[src/rtl/uart_dbg_pkg.sv]
// Shared constants, state encoding and helpers for the UART debug command sequencer.
// UART_DBG_WR_ACK_EN adds the ACK state and the ACK/NACK reply bytes.
package uart_dbg_pkg;

   localparam logic [7:0]  MAGIC       = 8'hCC;
   localparam logic [6:0]  CMD_OP      = 7'h06;
   localparam logic [7:0]  ACK_BYTE    = 8'hA5;
   localparam logic [7:0]  NACK_BYTE   = 8'hEE;
   localparam int          FRAME_LEN   = 7;
   localparam int          DATA_BYTES  = FRAME_LEN - 3;
   localparam logic [13:0] BYTE_TO     = 14'd8680;
   localparam logic [7:0]  RD_TO       = 8'd255;
   localparam logic [31:0] RD_ERR_DATA = 32'hFFFF_FFFF;

   typedef enum logic [2:0] {
      HUNT,
      CMD,
      ADDR,
      DATA,
      WR,
      RD,
`ifdef UART_DBG_WR_ACK_EN
      RSP,
      ACK
`else
      RSP
`endif
   } state_t;

   function automatic logic [7:0] sat_inc(input logic [7:0] value);
      return (value == 8'hFF) ? value : value + 8'd1;
   endfunction

endpackage

[src/rtl/uart_dbg_cmd_ctrl_if.sv]
// Byte-stream and register-bus signals of the UART debug command sequencer.
// master is the sequencer side; slave is the UART/register-bus side.
interface uart_dbg_cmd_ctrl_if;

   logic [7:0]  rx_byte;
   logic        rx_valid;
   logic [7:0]  tx_byte;
   logic        tx_valid;
   logic        tx_ready;
   logic [7:0]  u_reg_addr;
   logic [31:0] u_reg_wr_data;
   logic        u_reg_wr_en;
   logic        u_reg_rd_en;
   logic [31:0] u_reg_rd_data;
   logic        u_reg_rd_done;

   modport master (
      input  rx_byte, rx_valid, tx_ready, u_reg_rd_data, u_reg_rd_done,
      output tx_byte, tx_valid, u_reg_addr, u_reg_wr_data, u_reg_wr_en, u_reg_rd_en
   );

   modport slave (
      output rx_byte, rx_valid, tx_ready, u_reg_rd_data, u_reg_rd_done,
      input  tx_byte, tx_valid, u_reg_addr, u_reg_wr_data, u_reg_wr_en, u_reg_rd_en
   );

endinterface

[src/rtl/uart_dbg_tx_ser.sv]
// Serialises up to four bytes of a 32-bit word, MSB first, over a valid/ready handshake.
// A load arms the shifter; done pulses on the accept of the final byte.
module uart_dbg_tx_ser (
   input  logic        clk,
   input  logic        rst,
   input  logic        load,
   input  logic [31:0] word,
   input  logic [2:0]  count,
   input  logic        tx_ready,
   output logic [7:0]  tx_byte,
   output logic        tx_valid,
   output logic        done
);

   logic [31:0] shift_q;
   logic [2:0]  left_q;

   // The byte on offer stays put until it is accepted, then the next one moves up.
   always_ff @(posedge clk or posedge rst) begin
      if (rst) begin
         shift_q <= '0;
         left_q  <= '0;
      end else if (load) begin
         shift_q <= word;
         left_q  <= count;
      end else if (tx_valid && tx_ready) begin
         shift_q <= {shift_q[23:0], 8'h00};
         left_q  <= left_q - 3'd1;
      end
   end

   assign tx_valid = (left_q != 3'd0);
   assign tx_byte  = shift_q[31:24];
   assign done     = tx_valid && tx_ready && (left_q == 3'd1);

endmodule

[src/rtl/uart_dbg_cmd_ctrl.sv]
// Parses 7-byte debug frames from the UART RX stream into register writes/reads
// and returns read data on TX. UART_DBG_WR_ACK_EN adds a one-byte write/bad-cmd reply.
module uart_dbg_cmd_ctrl
   import uart_dbg_pkg::*;
(
   input  logic                clk_25mhz,
   input  logic                core_reset,
   uart_dbg_cmd_ctrl_if.master bus,
   output logic                busy,
   output logic                err_pulse,
   output logic [7:0]          err_cnt
);

   state_t      state_q, next_state;
   logic        cmd_read_q;
   logic        bad_cmd_q;
   logic [1:0]  idx_q;
   logic [31:0] data_q;
   logic [13:0] gap_cnt_q;
   logic [7:0]  rd_cnt_q;
   logic [31:0] rsp_word_q;
   logic        tx_loaded_q;
   logic [7:0]  addr_q;
   logic [31:0] wr_data_q;
   logic        err_pulse_q;
   logic [7:0]  err_cnt_q;

   logic        err_event;
   logic        gap_expired;
   logic        rd_expired;
   logic        last_data;
   logic        tx_phase;
   logic        ser_load;
   logic [2:0]  ser_count;
   logic        ser_done;

   // A byte arriving on the expiry cycle wins, so expiry also requires an idle rx.
   assign gap_expired = (gap_cnt_q == BYTE_TO) && !bus.rx_valid;
   assign rd_expired  = (rd_cnt_q == RD_TO - 8'd1);
   assign last_data   = bus.rx_valid && (idx_q == 2'(DATA_BYTES - 1));

`ifdef UART_DBG_WR_ACK_EN
   assign tx_phase  = (state_q == RSP) || (state_q == ACK);
   assign ser_count = (state_q == RSP) ? 3'(DATA_BYTES) : 3'd1;
`else
   assign tx_phase  = (state_q == RSP);
   assign ser_count = 3'(DATA_BYTES);
`endif

   assign ser_load = tx_phase && !tx_loaded_q;

   always_ff @(posedge clk_25mhz or posedge core_reset) begin
      if (core_reset) begin
         state_q <= HUNT;
      end else begin
         state_q <= next_state;
      end
   end

   // Next-state and error decisions for the frame sequencer.
   always_comb begin
      next_state = state_q;
      err_event  = 1'b0;
      case (state_q)
         HUNT: begin
            if (bus.rx_valid && (bus.rx_byte == MAGIC)) begin
               next_state = CMD;
            end
         end
         CMD: begin
            if (bus.rx_valid) begin
               next_state = ADDR;
            end else if (gap_expired) begin
               next_state = HUNT;
               err_event  = 1'b1;
            end
         end
         ADDR: begin
            if (bus.rx_valid) begin
               next_state = DATA;
            end else if (gap_expired) begin
               next_state = HUNT;
               err_event  = 1'b1;
            end
         end
         DATA: begin
            if (last_data) begin
               if (bad_cmd_q) begin
                  err_event = 1'b1;
`ifdef UART_DBG_WR_ACK_EN
                  next_state = ACK;
`else
                  next_state = HUNT;
`endif
               end else if (cmd_read_q) begin
                  next_state = RD;
               end else begin
                  next_state = WR;
               end
            end else if (gap_expired) begin
               next_state = HUNT;
               err_event  = 1'b1;
            end
         end
         WR: begin
            err_event = bus.rx_valid;
`ifdef UART_DBG_WR_ACK_EN
            next_state = ACK;
`else
            next_state = HUNT;
`endif
         end
         RD: begin
            err_event = bus.rx_valid;
            if (bus.u_reg_rd_done) begin
               next_state = RSP;
            end else if (rd_expired) begin
               next_state = RSP;
               err_event  = 1'b1;
            end
         end
         RSP: begin
            err_event = bus.rx_valid;
            if (ser_done) begin
               next_state = HUNT;
            end
         end
`ifdef UART_DBG_WR_ACK_EN
         ACK: begin
            err_event = bus.rx_valid;
            if (ser_done) begin
               next_state = HUNT;
            end
         end
`endif
         default: begin
            next_state = HUNT;
         end
      endcase
   end

   // Frame capture, timeout counters, response word and error bookkeeping.
   always_ff @(posedge clk_25mhz or posedge core_reset) begin
      if (core_reset) begin
         cmd_read_q  <= 1'b0;
         bad_cmd_q   <= 1'b0;
         idx_q       <= '0;
         data_q      <= '0;
         gap_cnt_q   <= '0;
         rd_cnt_q    <= '0;
         rsp_word_q  <= '0;
         tx_loaded_q <= 1'b0;
         addr_q      <= '0;
         wr_data_q   <= '0;
         err_pulse_q <= 1'b0;
         err_cnt_q   <= '0;
      end else begin
         err_pulse_q <= err_event;
         if (err_event) begin
            err_cnt_q <= sat_inc(err_cnt_q);
         end

         if (bus.rx_valid) begin
            gap_cnt_q <= 14'd1;
         end else if (gap_cnt_q != BYTE_TO) begin
            gap_cnt_q <= gap_cnt_q + 14'd1;
         end

         if ((state_q == CMD) && bus.rx_valid) begin
            cmd_read_q <= bus.rx_byte[7];
            bad_cmd_q  <= (bus.rx_byte[6:0] != CMD_OP);
         end

         if ((state_q == ADDR) && bus.rx_valid) begin
            addr_q <= bus.rx_byte;
            idx_q  <= '0;
         end

         if ((state_q == DATA) && bus.rx_valid) begin
            data_q <= {data_q[23:0], bus.rx_byte};
            idx_q  <= idx_q + 2'd1;
         end

         if ((state_q == DATA) && (next_state == WR)) begin
            wr_data_q <= {data_q[23:0], bus.rx_byte};
         end

         rd_cnt_q <= (state_q == RD) ? rd_cnt_q + 8'd1 : 8'd0;

         if ((state_q == RD) && (next_state == RSP)) begin
            rsp_word_q <= bus.u_reg_rd_done ? bus.u_reg_rd_data : RD_ERR_DATA;
         end
`ifdef UART_DBG_WR_ACK_EN
         else if ((next_state == ACK) && (state_q != ACK)) begin
            rsp_word_q <= {(state_q == WR) ? ACK_BYTE : NACK_BYTE, 24'h000000};
         end
`endif

         tx_loaded_q <= tx_phase;
      end
   end

   uart_dbg_tx_ser u_tx_ser (
      .clk      (clk_25mhz),
      .rst      (core_reset),
      .load     (ser_load),
      .word     (rsp_word_q),
      .count    (ser_count),
      .tx_ready (bus.tx_ready),
      .tx_byte  (bus.tx_byte),
      .tx_valid (bus.tx_valid),
      .done     (ser_done)
   );

   assign bus.u_reg_addr    = addr_q;
   assign bus.u_reg_wr_data = wr_data_q;
   assign bus.u_reg_wr_en   = (state_q == WR);
   assign bus.u_reg_rd_en   = (state_q == RD);
   assign busy              = (state_q != HUNT);
   assign err_pulse         = err_pulse_q;
   assign err_cnt           = err_cnt_q;

endmodule

[src/flat_wrapper.sv]
// flat-port wrapper written by rule: the top's interface ports become plain ports
module uart_dbg_cmd_ctrl_flat import uart_dbg_pkg::*;
  (clk_25mhz, core_reset, busy, err_pulse, err_cnt, bus_rx_byte, bus_rx_valid, bus_tx_ready, bus_u_reg_rd_data, bus_u_reg_rd_done, bus_tx_byte, bus_tx_valid, bus_u_reg_addr, bus_u_reg_wr_data, bus_u_reg_wr_en, bus_u_reg_rd_en);
  uart_dbg_cmd_ctrl_if bus_i ();
  input  logic clk_25mhz;
  input  logic core_reset;
  output logic busy;
  output logic err_pulse;
  output logic [7:0] err_cnt;
  input wire logic [$bits(bus_i.rx_byte)-1:0] bus_rx_byte;
  input wire logic [$bits(bus_i.rx_valid)-1:0] bus_rx_valid;
  input wire logic [$bits(bus_i.tx_ready)-1:0] bus_tx_ready;
  input wire logic [$bits(bus_i.u_reg_rd_data)-1:0] bus_u_reg_rd_data;
  input wire logic [$bits(bus_i.u_reg_rd_done)-1:0] bus_u_reg_rd_done;
  output wire logic [$bits(bus_i.tx_byte)-1:0] bus_tx_byte;
  output wire logic [$bits(bus_i.tx_valid)-1:0] bus_tx_valid;
  output wire logic [$bits(bus_i.u_reg_addr)-1:0] bus_u_reg_addr;
  output wire logic [$bits(bus_i.u_reg_wr_data)-1:0] bus_u_reg_wr_data;
  output wire logic [$bits(bus_i.u_reg_wr_en)-1:0] bus_u_reg_wr_en;
  output wire logic [$bits(bus_i.u_reg_rd_en)-1:0] bus_u_reg_rd_en;
  assign bus_i.rx_byte = bus_rx_byte;
  assign bus_i.rx_valid = bus_rx_valid;
  assign bus_i.tx_ready = bus_tx_ready;
  assign bus_i.u_reg_rd_data = bus_u_reg_rd_data;
  assign bus_i.u_reg_rd_done = bus_u_reg_rd_done;
  assign bus_tx_byte = bus_i.tx_byte;
  assign bus_tx_valid = bus_i.tx_valid;
  assign bus_u_reg_addr = bus_i.u_reg_addr;
  assign bus_u_reg_wr_data = bus_i.u_reg_wr_data;
  assign bus_u_reg_wr_en = bus_i.u_reg_wr_en;
  assign bus_u_reg_rd_en = bus_i.u_reg_rd_en;
  uart_dbg_cmd_ctrl u_core (.clk_25mhz(clk_25mhz), .core_reset(core_reset), .bus(bus_i), .busy(busy), .err_pulse(err_pulse), .err_cnt(err_cnt));
endmodule
[config.mk]
export PLATFORM = sky130hd
export DESIGN_NAME = uart_dbg_cmd_ctrl_flat
export DESIGN_NICKNAME = d
export VERILOG_FILES = /design/src/rtl/uart_dbg_pkg.sv /design/src/rtl/uart_dbg_cmd_ctrl_if.sv /design/src/rtl/uart_dbg_tx_ser.sv /design/src/rtl/uart_dbg_cmd_ctrl.sv /design/src/flat_wrapper.sv
export SDC_FILE = /design/constraint.sdc
export NUM_CORES = 1
export LEC_CHECK = 0
export ABC_AREA = 1
export BUFFER_PORTS_ARGS = -buffer_cell sky130_fd_sc_hd__clkbuf_2
export CORE_MARGIN = 1
export CORE_UTILIZATION = 40
export CTS_CLUSTER_SIZE = 14
export DETAILED_ROUTE_END_ITERATION = 16
export PLACE_DENSITY = 0.71
export SETUP_SLACK_MARGIN = 0.05
export SLEW_MARGIN = 20
export SYNTH_ARGS = -nofsm -noshare
export SYNTH_HDL_FRONTEND = slang
export SYNTH_SLANG_ARGS = --single-unit
[constraint.sdc]
create_clock -name clk_25mhz -period 9.21 [get_ports clk_25mhz]
set_input_delay 0 -clock clk_25mhz [delete_from_list [all_inputs] [get_ports clk_25mhz]]
set_output_delay 0 -clock clk_25mhz [all_outputs]
set_load 0.02 [all_outputs]
; ---- After elaboration in Yosys (flattened, before gate mapping)
; Index checks and enable logic that the tools add are counted.
[totals]
regBits = 170
out_inout_bits = 61
elab_cells = 87
[classes]
add_sub_neg = 5
n_eq_ne = 16
n_mux = 28
n_bitwise = 1
reduce_logical = 22
[op_table]
columns = op, count
row1 = $mux 32, 3
row2 = $mux 3, 11
row3 = $mux 14, 2
row4 = $eq 8x8->1 const B, 3
row5 = $pmux 3 s6, 1
row6 = $add 8x1->8 const B, 2
row7 = $eq 3x3->1 const B, 5
row8 = $add 14x1->14 const B, 1
row9 = $eq 14x14->1 const B, 1
row10 = $ne 14x14->1 const B, 1
row11 = $logic_and 1x1->1, 11
row12 = $mux 8, 1
row13 = $mux 1, 7
row14 = $ne 7x3->1 const B, 1
row15 = $eq 3x1->1 const B, 2
row16 = $eq 3x2->1 const B, 2
row17 = $reduce_bool 2->1, 3
row18 = $reduce_bool 3->1, 2
row19 = $mux 2, 2
row20 = $pmux 1 s4, 1
row21 = $reduce_or 2->1, 2
row22 = $logic_not 3->1, 1
row23 = $sub 3x1->3 const B, 1
row24 = $add 2x1->2 const B, 1
row25 = 4 further kinds, 5

; ---- Longest topological paths before layout
; Gate-level depths: netlist of run 1.
[depth]
word_depth = 7
mapped_depth = 13
mapped_depth_nobuf = 13

; ---- Hierarchy
; Synthesis of run 1 repeated with hierarchy kept, for this count alone.
[unflattened]
hier_cells = 894
hier_area_um2 = 7714.9
[by_module_without_submodules]
columns = mod, instances, cells_each, area_per_inst_um2
row1 = uart_dbg_cmd_ctrl, 1, 672, 5804.3
row2 = uart_dbg_tx_ser, 1, 222, 1910.6

; ---- Worst setup path before layout of run 1
; OpenSTA, ideal clock, no wires.
[synth_path]
path_type = reg2reg
startpoint = register u_core.u_tx_ser.left_q[0]
endpoint = register u_core.state_q[2]
setup_time_ns = 0.124
t_arrival_ns = 1.519
setup_slack_ns = 7.567
stages_incl_launch_ff = 9
synth_period_minus_slack_ns = 1.643
path_cell_list = dfrtp_1 inv_1 ha_1 nand2_1 nand2_1 inv_1 buf_2 nand3_1 a211o_1
[synth_via]
elab_chain_len = 5
word_cells_on_any_way = 6
classes_between = eq/ne: 1 / mux: 2 / reduce/logical: 3
[synth_lines]
columns = element, line
row1 = "start, declared", uart_dbg_tx_ser.sv:16  ; logic [2:0] left_q;
row2 = "start signal, assigned", uart_dbg_tx_ser.sv:25  ; left_q <= count;
row3 = "start signal, assigned", uart_dbg_tx_ser.sv:28  ; left_q <= left_q - 3'd1;
row4 = $reduce_bool 3->1, uart_dbg_tx_ser.sv:32  ; assign tx_valid = (left_q != 3'd0);
row5 = named net bus_tx_valid, flat_wrapper.sv:16  ; output wire logic [$bits(bus_i.tx_valid)-1:0] bus_tx_valid;
row6 = $logic_and 1x1->1 (2 in a row), uart_dbg_tx_ser.sv:34  ; assign done = tx_valid && tx_ready && (left_q == 3'd1);
row7 = $mux 3, uart_dbg_cmd_ctrl.sv:124  ; if (ser_done) begin
row8 = $pmux 3 s6, uart_dbg_cmd_ctrl.sv:64  ; case (state_q)
row9 = named net u_core.next_state[2], uart_dbg_cmd_ctrl.sv:14  ; state_t state_q, next_state;
row10 = "end signal, assigned", uart_dbg_cmd_ctrl.sv:56  ; state_q <= next_state;
row11 = "end, declared", uart_dbg_cmd_ctrl.sv:14
; The timed path passes the listed nets, and every way through them passes these cells.
; A chain may end at the register's enable or synchronous reset.

; ---- Final worst setup path of run 1
[layout_path]
startpoint = register u_core.u_tx_ser.left_q[0]
endpoint = register u_core.state_q[1]
[layout_via]
elab_chain_len = 5
word_cells_on_any_way = 6
classes_between = eq/ne: 1 / mux: 2 / reduce/logical: 3
[layout_lines]
columns = element, line
row1 = $reduce_bool 3->1, uart_dbg_tx_ser.sv:32
row2 = $logic_and 1x1->1, uart_dbg_tx_ser.sv:34
row3 = $logic_and 1x1->1 *, uart_dbg_tx_ser.sv:34
row4 = $mux 3 *, uart_dbg_cmd_ctrl.sv:124
row5 = $pmux 3 s6 *, uart_dbg_cmd_ctrl.sv:64
row6 = named net u_core.next_state[1], uart_dbg_cmd_ctrl.sv:14
; Mark *: on every way through the listed nets, which the timed path passes. The rest lies on a longest branch.

==> results of run 1 <==
-- stage by stage --
step	worst slack (ps)	instances	instance area, µm²
2_1_floorplan	4610	859	7550
3_3_place_gp	6310	1145	8140
3_5_place_dp	6220	1145	8140
4_1_cts	6180	1220	9180
5_1_grt	6320	1220	9180
6_report	6600	1220	9180
-- report_power, final --
part           switching (W)  total [W]  internal (W)  leakage, nW
logic               0.000128   0.000197     0.0000687         2.17
clock network       0.000330   0.000718      0.000388        0.293
registers          0.0000415   0.000854      0.000813         2.19
total               0.000500    0.00177       0.00127         4.66
-- worst max-delay path, cell delays in order, from the launching register on --
cell	delay, ps
dfrtp_1	370
inv_1	90
ha_1	200
nand2_1	90
nand2_2	360
inv_1	830
nand3_1	210
a21oi_1	230
nand3_1	100
-- cells in the final DEF (no fill, tap or decap), types with 3 or more instances in the layout --
cell type      count
a21oi_1           25
a31oi_1            9
buf_4              4
clkbuf_16         17
clkbuf_2         105
clkinv_8           3
dfrtp_1          170
dlygate4sd3_1     43
ha_1               9
inv_1             73
inv_2             10
inv_6              5
inv_8              3
nand2_1          189
nand3_1           86
nand3_2            3
nand4_1           15
nor2_1            59
nor2_2             4
nor3_1             9
nor4_1             4
o211ai_1          15
o21ai_0          101
xor2_1             5
-- layout make-up --
type                            instances  area, µm²
Clock buffer                           17        425
Clock inverter                         15        178
Fill cell                            1635       9030
Inverter                               86        329
Multi-Input combinational cell        551       2720
Sequential cell                       170       4250
Tap cell                              229        287
Timing Repair Buffer                  152        986
-- registers in the layout, summed over array words and instances, names as in the netlist --
register	flops
u_core.rd_cnt_q	8
u_core.rsp_word_q	32
u_core.data_q	24
u_core.err_cnt	8
u_core.bus.u_reg_addr	8
u_core.u_tx_ser.left_q	3
u_core.bad_cmd_q	1
u_core.err_pulse	1
u_core.state_q	3
u_core.cmd_read_q	1
u_core.idx_q	2
u_core.u_tx_ser.shift_q	32
u_core.gap_cnt_q	14
u_core.bus.u_reg_wr_data	32
u_core.tx_loaded_q	1
-- layer usage --
metal	track usage [%]	routed length [µm]	up-vias
met5	0	0	-
met4	8.01	437	0
met3	3.27	479	28
met2	29.7	8160	116
met1	24.1	7650	2927
li1	-	-	3074
-- logic make-up after synthesis --
group | synth area share [%]
compound gates | 11.3
flops | 56.3
xor+xnor | 0.812
simple gates | 22.0
fa+ha+maj | 1.49
buf+inv | 7.84
mux | 0.149
-- final timing paths --
path                                              start                           end  slack, ps  cells past startpoint
max                           u_core.u_tx_ser.left_q[0]             u_core.state_q[1]       6600                      8
min                                bus_u_reg_rd_data[3]          u_core.rsp_word_q[3]        330                      4
max reg2reg                   u_core.u_tx_ser.left_q[0]             u_core.state_q[1]       6600                      8
min reg2reg                u_core.bus.u_reg_wr_data[17]  u_core.bus.u_reg_wr_data[17]        480                      2
max in group asynchronous                    core_reset  u_core.bus.u_reg_wr_data[16]       7480                      4
min in group asynchronous                    core_reset   u_core.u_tx_ser.shift_q[27]        340                      3
-- what timing repair did --
action                                 CTS  global route
gates resized for setup                  0             0
hold buffers                            43             0
endpoints found under the hold margin  168             0
==> results.py, run 1 <==
metrics = {
    "worst_setup_path": {
        "critPathKind": "register to register",
        "cp.arrival_ps": 2910,
        "worstPathRequired_ps": 9510,
        "cp-start-kind": "register",
        "end_kind": "register",
        "crit_fanout": 34,
    },
    "routing": {
        "vias": 6145,
        "routed_wl_um": 16700,
        "detail_route.first_pass.iterations": 5,
        "drtAntennaViolNets": 0,
        "first_iter_violations": 448,
        "drc": 0,
        "routed_via_density": 5.04,
        "wire_per_inst_um": 13.7,
    },
    "cts": {
        "cts_tree": "yes",
        "worstSkewPairLatency_ps": 430,
        "clock_sinks": 170,
        "clockBufferDepth": 2,
        "cts_setup_buffers": 0,
        "clockRootBuffer": "clkbuf_16",
        "htreeDepth": 4,
        "clk_pin_slew_ps": 70,
        "numCtsBuffers": 17,
    },
    "job": {
        "max_cap_viol_count": 0,
    },
    "place": {
        "dp_hpwl_um": 10500,
        "place.port_buffers": 105,
        "place.gp.congestion": 0.822,
    },
    "die": {
        "dieArea_um2": 19400,
        "core_um2": 18200,
        "start_util_pct": 41.5,
        "io_pins": 106,
        "die_w_um": 139,
        "die_y_um": 139,
        "row_count": 49,
    },
    "yosys": {
        "synth_enable_flop_cells": 0,
        "syn-instance-count": 859,
        "yosys-top-cells-area": "dfrtp_1 (56%), nand2_1 (9.4%), o21ai_0 (6.7%), nand3_1 (5.7%), inv_1 (3.7%)",
        "ys_types": 37,
        "async_reset_ff_share_pct": 100,
        "netlist_area_um2": 7550,
        "yosysWarnings": 0,
        "yosysTopAreaCellShare_pct": 56.3,
        "syn-num-nets": 913,
        "ys_ff_latch": 170,
        "post-synth-top-area-cell": "dfrtp_1",
        "synth_most_common_cell": "nand2_1",
        "ys.flop_type": "dfrtp_1",
        "seq_area_frac_synth_pct": 56.3,
        "synthTopCellsByCount": "nand2_1 (190), dfrtp_1 (170), o21ai_0 (101), nand3_1 (86), inv_1 (74)",
        "syn_avg_cell_area_um2": 8.79,
    },
    "sta": {
        "holdWs_ps": 328,
        "period_share_pct": 28.3,
        "min_period_ps": 2610,
        "slew_headroom_pct": 36.9,
        "finalClockSkew_ps": 12.6,
        "setup_violations": 0,
        "finalSetupTns_ps": 0,
        "rsz0062_at_grt": "no",
        "worst_pin_slew_ps": 946,
        "final-hold-violation-count": 0,
        "slew_viol_final": 0,
        "fmax_mhz": 383,
    },
    "global_routing": {
        "grt_remaining_overflow": 0,
        "grt_pass1_vias": 5918,
        "grt_max_degree": 107,
        "grt_pass1_wl_um": 28800,
        "antenna_found_initial": 0,
        "grt_use_total_pct": 18.3,
    },
    "power_and_ir_drop": {
        "p_total_w": 0.00177,
        "p_leak_nw": 4.66,
        "power_density_nw_per_um2": 193,
        "ir_drop_uv": 139,
    },
    "layout": {
        "drive_above_1_share_pct": 17.1,
        "layout.nets": 1032,
        "antenna_cells": 0,
        "syn_to_final_growth_pct": 21.6,
        "fin_util_pct": 50.4,
    },
    "outcome": {
        "status": "finished clean",
    },
    "min_path": {
        "min_path_type": "primary input to register",
    },
}
(Power assumes the default switching activity.)
==> run 2: changes to the inputs <==
==> constraint.sdc (replaced) <==
create_clock -name clk_25mhz -period 2.55 [get_ports clk_25mhz]
set_input_delay 0 -clock clk_25mhz [delete_from_list [all_inputs] [get_ports clk_25mhz]]
set_output_delay 0 -clock clk_25mhz [all_outputs]
set_load 0.02 [all_outputs]
==> results.py, run 2 (synthesized netlist as in run 1, its figures left out) <==
metrics = {
    "sta": {
        "slew_viol_final": 0,
        "rsz0062_at_grt": "no",
        "finalSetupTns_ps": 0,
        "min_period_ps": 2030,
        "worst_pin_slew_ps": 841,
        "holdWs_ps": 171,
        "setup_violations": 0,
        "period_share_pct": 79.7,
        "slew_headroom_pct": 43.9,
        "fmax_mhz": 492,
        "final-hold-violation-count": 0,
        "finalClockSkew_ps": 12.7,
    },
    "routing": {
        "routed_via_density": 5.12,
        "drc": 0,
        "detail_route.first_pass.iterations": 5,
        "routed_wl_um": 17000,
        "wire_per_inst_um": 13.9,
        "first_iter_violations": 365,
        "vias": 6289,
        "drtAntennaViolNets": 0,
    },
    "worst_setup_path": {
        "crit_family": "simple AND/OR/NAND/NOR gates",
        "crit_fanout": 32,
        "reg2reg_depth": 11,
        "worstPathRequired_ps": 2870,
        "path_cells": "inv_1, ha_1, inv_1, nor2_1, nand2_1, nand2_1, nand2_1, nor2_2, nand4_4, nand2_1, nand2_1",
        "path_buf_inv": 2,
        "critPathKind": "register to register",
        "cpMostUsedCell": "nand2_1",
        "worst_path_largest_cell_delay_ps": 420,
        "end_kind": "register",
        "crit_cells": 11,
        "cp-start-kind": "register",
        "cp_slowest_cell": "nand4_4",
        "cp.arrival_ps": 2350,
    },
    "place": {
        "place_inst": 1154,
        "place.port_buffers": 105,
        "place.gp.congestion": 0.833,
        "dp_hpwl_um": 10900,
    },
    "die": {
        "die_y_um": 139,
        "die_w_um": 139,
        "start_util_pct": 41.5,
        "io_pins": 106,
        "dieArea_um2": 19400,
        "row_count": 49,
        "core_um2": 18200,
    },
    "cts": {
        "cts_setup_buffers": 0,
        "clockRootBuffer": "clkbuf_16",
        "htreeDepth": 4,
        "clockBufferDepth": 2,
        "worstSkewPairLatency_ps": 440,
        "clk_pin_slew_ps": 70,
        "cts_tree": "yes",
        "clock_sinks": 170,
        "numCtsBuffers": 17,
    },
    "layout": {
        "layout.nets": 1041,
        "register_area_um2": 4250,
        "multi_input_area_um2": 2730,
        "most-common-layout-cells": "nand2_1 (190), dfrtp_1 (170), clkbuf_2 (105)",
        "layout.cells.non_filler": 1229,
        "syn_to_final_growth_pct": 23.2,
        "nFillCells": 1649,
        "drive_above_1_share_pct": 17.7,
        "final_common_cell": "nand2_1",
        "antenna_cells": 0,
    },
    "global_routing": {
        "antenna_found_initial": 0,
        "use_met3_pct": 3.99,
        "grt_pass1_vias": 6178,
        "top_usage_layer": "met2",
        "met1_usage_pct": 24.4,
        "grt_max_degree": 111,
        "grt_remaining_overflow": 0,
        "grt_pass1_wl_um": 29600,
        "met2_usage_pct": 30.5,
        "grt_use_total_pct": 18.8,
    },
    "power_and_ir_drop": {
        "p_total_w": 0.00647,
        "p_leak_nw": 4.71,
        "ir_drop_uv": 488,
        "power_density_nw_per_um2": 696,
    },
    "min_path": {
        "hold_depth": 5,
        "min_path_type": "primary input to register",
    },
    "job": {
        "max_cap_viol_count": 0,
    },
    "outcome": {
        "status": "finished clean",
    },
}
run 2: changes by cell type in the layout (fill, tap and decap cells not counted), sizes merged:
| cell | previous run | this run |
|---|---|---|
| buf | 4 | 13 |
| inv | 91 | 93 |
| clkinv | 8 | 6 |
run 2: per-stage QoR:
stage | setup WS [ps] | util [%] | area [µm²]
CTS | 185 | 51.0 | 9290
global route | 273 | 51.1 | 9300
detailed placement | 205 | 45.3 | 8250
global placement | 305 | 45.3 | 8250
floorplan | 381 | - | 7550
finish | 519 | 51.1 | 9300
run 2: repair_timing:
| item | 4_1_cts | 5_1_grt |
|---|---|---|
| resized for setup | 0 | 1 |
| endpoints found under the hold margin | 233 | 0 |
| hold buffers | 43 | 0 |
| endpoints found under the setup margin | 0 | 32 |
run 2: layout make-up:
class	instances	share of cell area (%)
flip-flops and latches	170	45.7
multi-input cells	551	29.3
repair buffers	161	11.7
clock buffers	17	4.57
inverters	86	3.51
well taps	229	3.08
clock inverters	15	2.02
run 2: final timing paths:
path | startpoint | to | slack, ps
hold / removal | bus_tx_ready | u_core.u_tx_ser.shift_q[15] | 170
hold reg to reg | u_core.bus.u_reg_wr_data[18] | u_core.bus.u_reg_wr_data[18] | 480
setup reg to reg | u_core.rd_cnt_q[0] | u_core.bus.u_reg_wr_data[14] | 520
min in group asynchronous | core_reset | u_core.u_tx_ser.shift_q[28] | 220
setup / recovery | u_core.rd_cnt_q[0] | u_core.bus.u_reg_wr_data[14] | 520
max in group asynchronous | core_reset | u_core.cmd_read_q | 1750
run 2: metal layers:
metal / wire length [µm] / up-vias
li1: - / 3078
met1: 7600 / 3035
met2: 8360 / 143
met3: 638 / 33
met4: 418 / 0
met5: 0 / -
run 2: power by group:
part | internal (W) | total, W | switching [W]
sequential | 0.00293 | 0.00309 | 0.000151
clock | 0.00142 | 0.00264 | 0.00123
combinational | 0.000266 | 0.000740 | 0.000474
total | 0.00462 | 0.00647 | 0.00185
run 2: worst min-delay path: cells and delay by family:
kind            cells  cell delay [ps]
buf+inv             2              290
simple gates        2              200
compound gates      1               70
==> run 3: changes to the inputs <==
--- a/config.mk
+++ b/config.mk
@@ -5,7 +5,7 @@
 export SDC_FILE = /design/constraint.sdc
 export NUM_CORES = 1
 export LEC_CHECK = 0
-export ABC_AREA = 1
+export ABC_AREA = 0
 export BUFFER_PORTS_ARGS = -buffer_cell sky130_fd_sc_hd__clkbuf_2
 export CORE_MARGIN = 1
 export CORE_UTILIZATION = 40
==> constraint.sdc (replaced) <==
create_clock -name clk_25mhz -period 2.1 [get_ports clk_25mhz]
set_input_delay 0 -clock clk_25mhz [delete_from_list [all_inputs] [get_ports clk_25mhz]]
set_output_delay 0 -clock clk_25mhz [all_outputs]
set_load 0.02 [all_outputs]
==> results.py, run 3 <==
metrics = {
    "outcome": {
        "status": "finished clean",
    },
    "yosys": {
        "syn-instance-count": 647,
        "ys_ff_latch": 170,
        "synth_enable_flop_cells": 0,
        "post-synth-top-area-cell": "dfrtp_1",
        "synth_most_common_cell": "dfrtp_1",
        "yosysTopAreaCellShare_pct": 58.0,
        "ys_types": 51,
        "syn-num-nets": 701,
        "seq_area_frac_synth_pct": 58.0,
        "yosysWarnings": 0,
        "synthTopCellsByCount": "dfrtp_1 (170), mux2_2 (64), nor2_1 (63), nand2_1 (55), inv_1 (45)",
        "ys.flop_type": "dfrtp_1",
        "syn_avg_cell_area_um2": 11.3,
        "netlist_area_um2": 7330,
        "async_reset_ff_share_pct": 100,
        "yosys-top-cells-area": "dfrtp_1 (58%), mux2_2 (9.8%), mux2i_1 (3.4%), nor2_1 (3.2%), nand2_1 (2.8%)",
    },
    "global_routing": {
        "grt_pass1_vias": 5149,
        "grt_pass1_wl_um": 26000,
        "grt_max_degree": 67,
        "antenna_found_initial": 0,
        "grt_use_total_pct": 18.0,
        "met2_usage_pct": 29.8,
        "top_usage_layer": "met2",
        "use_met3_pct": 4.12,
        "met1_usage_pct": 22.5,
        "grt_remaining_overflow": 0,
    },
    "routing": {
        "drc": 0,
        "first_iter_violations": 272,
        "detail_route.first_pass.iterations": 4,
        "vias": 5295,
        "routed_wl_um": 16400,
        "routed_via_density": 4.97,
        "drtAntennaViolNets": 0,
        "wire_per_inst_um": 15.4,
    },
    "die": {
        "io_pins": 106,
        "dieArea_um2": 18900,
        "die_w_um": 137,
        "start_util_pct": 40.8,
        "row_count": 49,
        "die_y_um": 137,
        "core_um2": 18000,
    },
    "sta": {
        "final-hold-violation-count": 0,
        "rsz0062_at_grt": "yes",
        "finalClockSkew_ps": 11.0,
        "slew_viol_final": 0,
        "setup_violations": 0,
        "fmax_mhz": 483,
        "slew_headroom_pct": 53.0,
        "min_period_ps": 2070,
        "worst_pin_slew_ps": 703,
        "period_share_pct": 98.7,
        "finalSetupTns_ps": 0,
    },
    "power_and_ir_drop": {
        "power_density_nw_per_um2": 961,
        "ir_drop_uv": 631,
        "p_leak_nw": 4.75,
    },
    "job": {
        "max_cap_viol_count": 0,
    },
    "cts": {
        "clk_pin_slew_ps": 70,
        "clockBufferDepth": 2,
        "numCtsBuffers": 17,
        "worstSkewPairLatency_ps": 430,
        "clockRootBuffer": "clkbuf_16",
        "cts_tree": "yes",
        "clock_sinks": 170,
        "htreeDepth": 4,
    },
    "worst_setup_path": {
        "worstPathRequired_ps": 2410,
        "cp-start-kind": "register",
        "critPathKind": "register to register",
        "crit_fanout": 8,
        "cp.arrival_ps": 2380,
        "end_kind": "register",
    },
    "layout": {
        "syn_to_final_growth_pct": 32.9,
        "layout.nets": 878,
        "fin_util_pct": 54.2,
        "most-common-layout-cells": "dfrtp_1 (169), clkbuf_2 (105), nor2_1 (61)",
        "antenna_cells": 0,
        "final_area_um2": 9740,
        "drive_above_1_share_pct": 33.1,
        "final_common_cell": "dfrtp_1",
        "layout.cells.non_filler": 1065,
    },
    "place": {
        "place_inst": 984,
        "place.port_buffers": 105,
        "place.gp.congestion": 0.807,
        "dp_hpwl_um": 10300,
        "dpl_cell_area_um2": 8400,
    },
    "min_path": {
        "min_path_type": "primary input to register",
    },
}
[run 3: changes by cell type after synthesis, moves of 25 or more]
cell,delta
nand2_1,-135
nand3_1,-75
mux2_2,+63
o21ai_0,-61
inv_1,-29
mux2i_1,+25
[run 3: final timing paths]
| kind | end | startpoint | slack, ps | cells after the start |
|---|---|---|---|---|
| max | u_core.bus.u_reg_wr_data[17] | u_core.state_q[2] | 30 | 6 |
| min | u_core.rsp_word_q[25] | bus_u_reg_rd_done | 140 | 3 |
| max in group asynchronous | u_core.bus.u_reg_addr[6] | core_reset | 1190 | 4 |
| min reg2reg | u_core.u_tx_ser.shift_q[9] | u_core.rsp_word_q[9] | 480 | 2 |
| min in group asynchronous | u_core.bus.u_reg_wr_data[21] | core_reset | 220 | 3 |
| max reg2reg | u_core.bus.u_reg_wr_data[17] | u_core.state_q[2] | 30 | 6 |
[run 3: cell families after synthesis]
family          Yosys count  share of synthesized area, %
simple gates            175                          11.5
flops                   170                          58.0
compound gates           95                          7.76
mux                      91                          13.5
buf+inv                  86                          5.02
xor+xnor                 21                          2.61
fa+ha+maj                 9                          1.54
[run 3: timing repair]
action                     CTS  global route
pin swaps                    4             0
resized for setup            7            33
hold endpoints to repair    84             0
setup endpoints to repair    5            37
gates cloned                 0             3
hold buffers                44             0
setup buffers                1             2
[run 3: cell type report]
cell class              instances  area, µm²
multi-input cells             391       2880
repair buffers                199       1490
clock inverters                11        205
flip-flops and latches        170       4260
fillers                      1497       8220
inverters                      45        173
clock buffers                  20        457
well taps                     229        287
[run 3: routing by layer]
metal  wire length (µm)  part of all wire (%)  vias to the layer above
met4                325                   2.0                        0
met3                599                   3.7                       25
li1                   -                     -                     2560
met5                  0                     0                        -
met2               8060                    49                      103
met1               7370                    45                     2607
[run 3: critical path, stage by stage (launching register included)]
cell       delay [ps]
dfrtp_2           430
and2b_2           250
nand2_2            70
or3_4             360
nor2_4            280
clkbuf_16         230
mux2_2            330
[run 3: where the power goes]
group | switching, W | internal, W
Clock | 0.00133 | 0.00219
Sequential | 0.000326 | 0.00375
Combinational | 0.000901 | 0.000857
[run 3: metrics by stage]
step                      setup slack [ps]  hold WS, ps  power [W]
after CTS                             52.0          143    0.00937
after floorplan                       -134          118    0.00515
after global routing                 -25.4          156    0.00979
after global placement               -15.3          131    0.00569
after detailed placement             -52.0          138    0.00576
final                                 28.2          142    0.00936
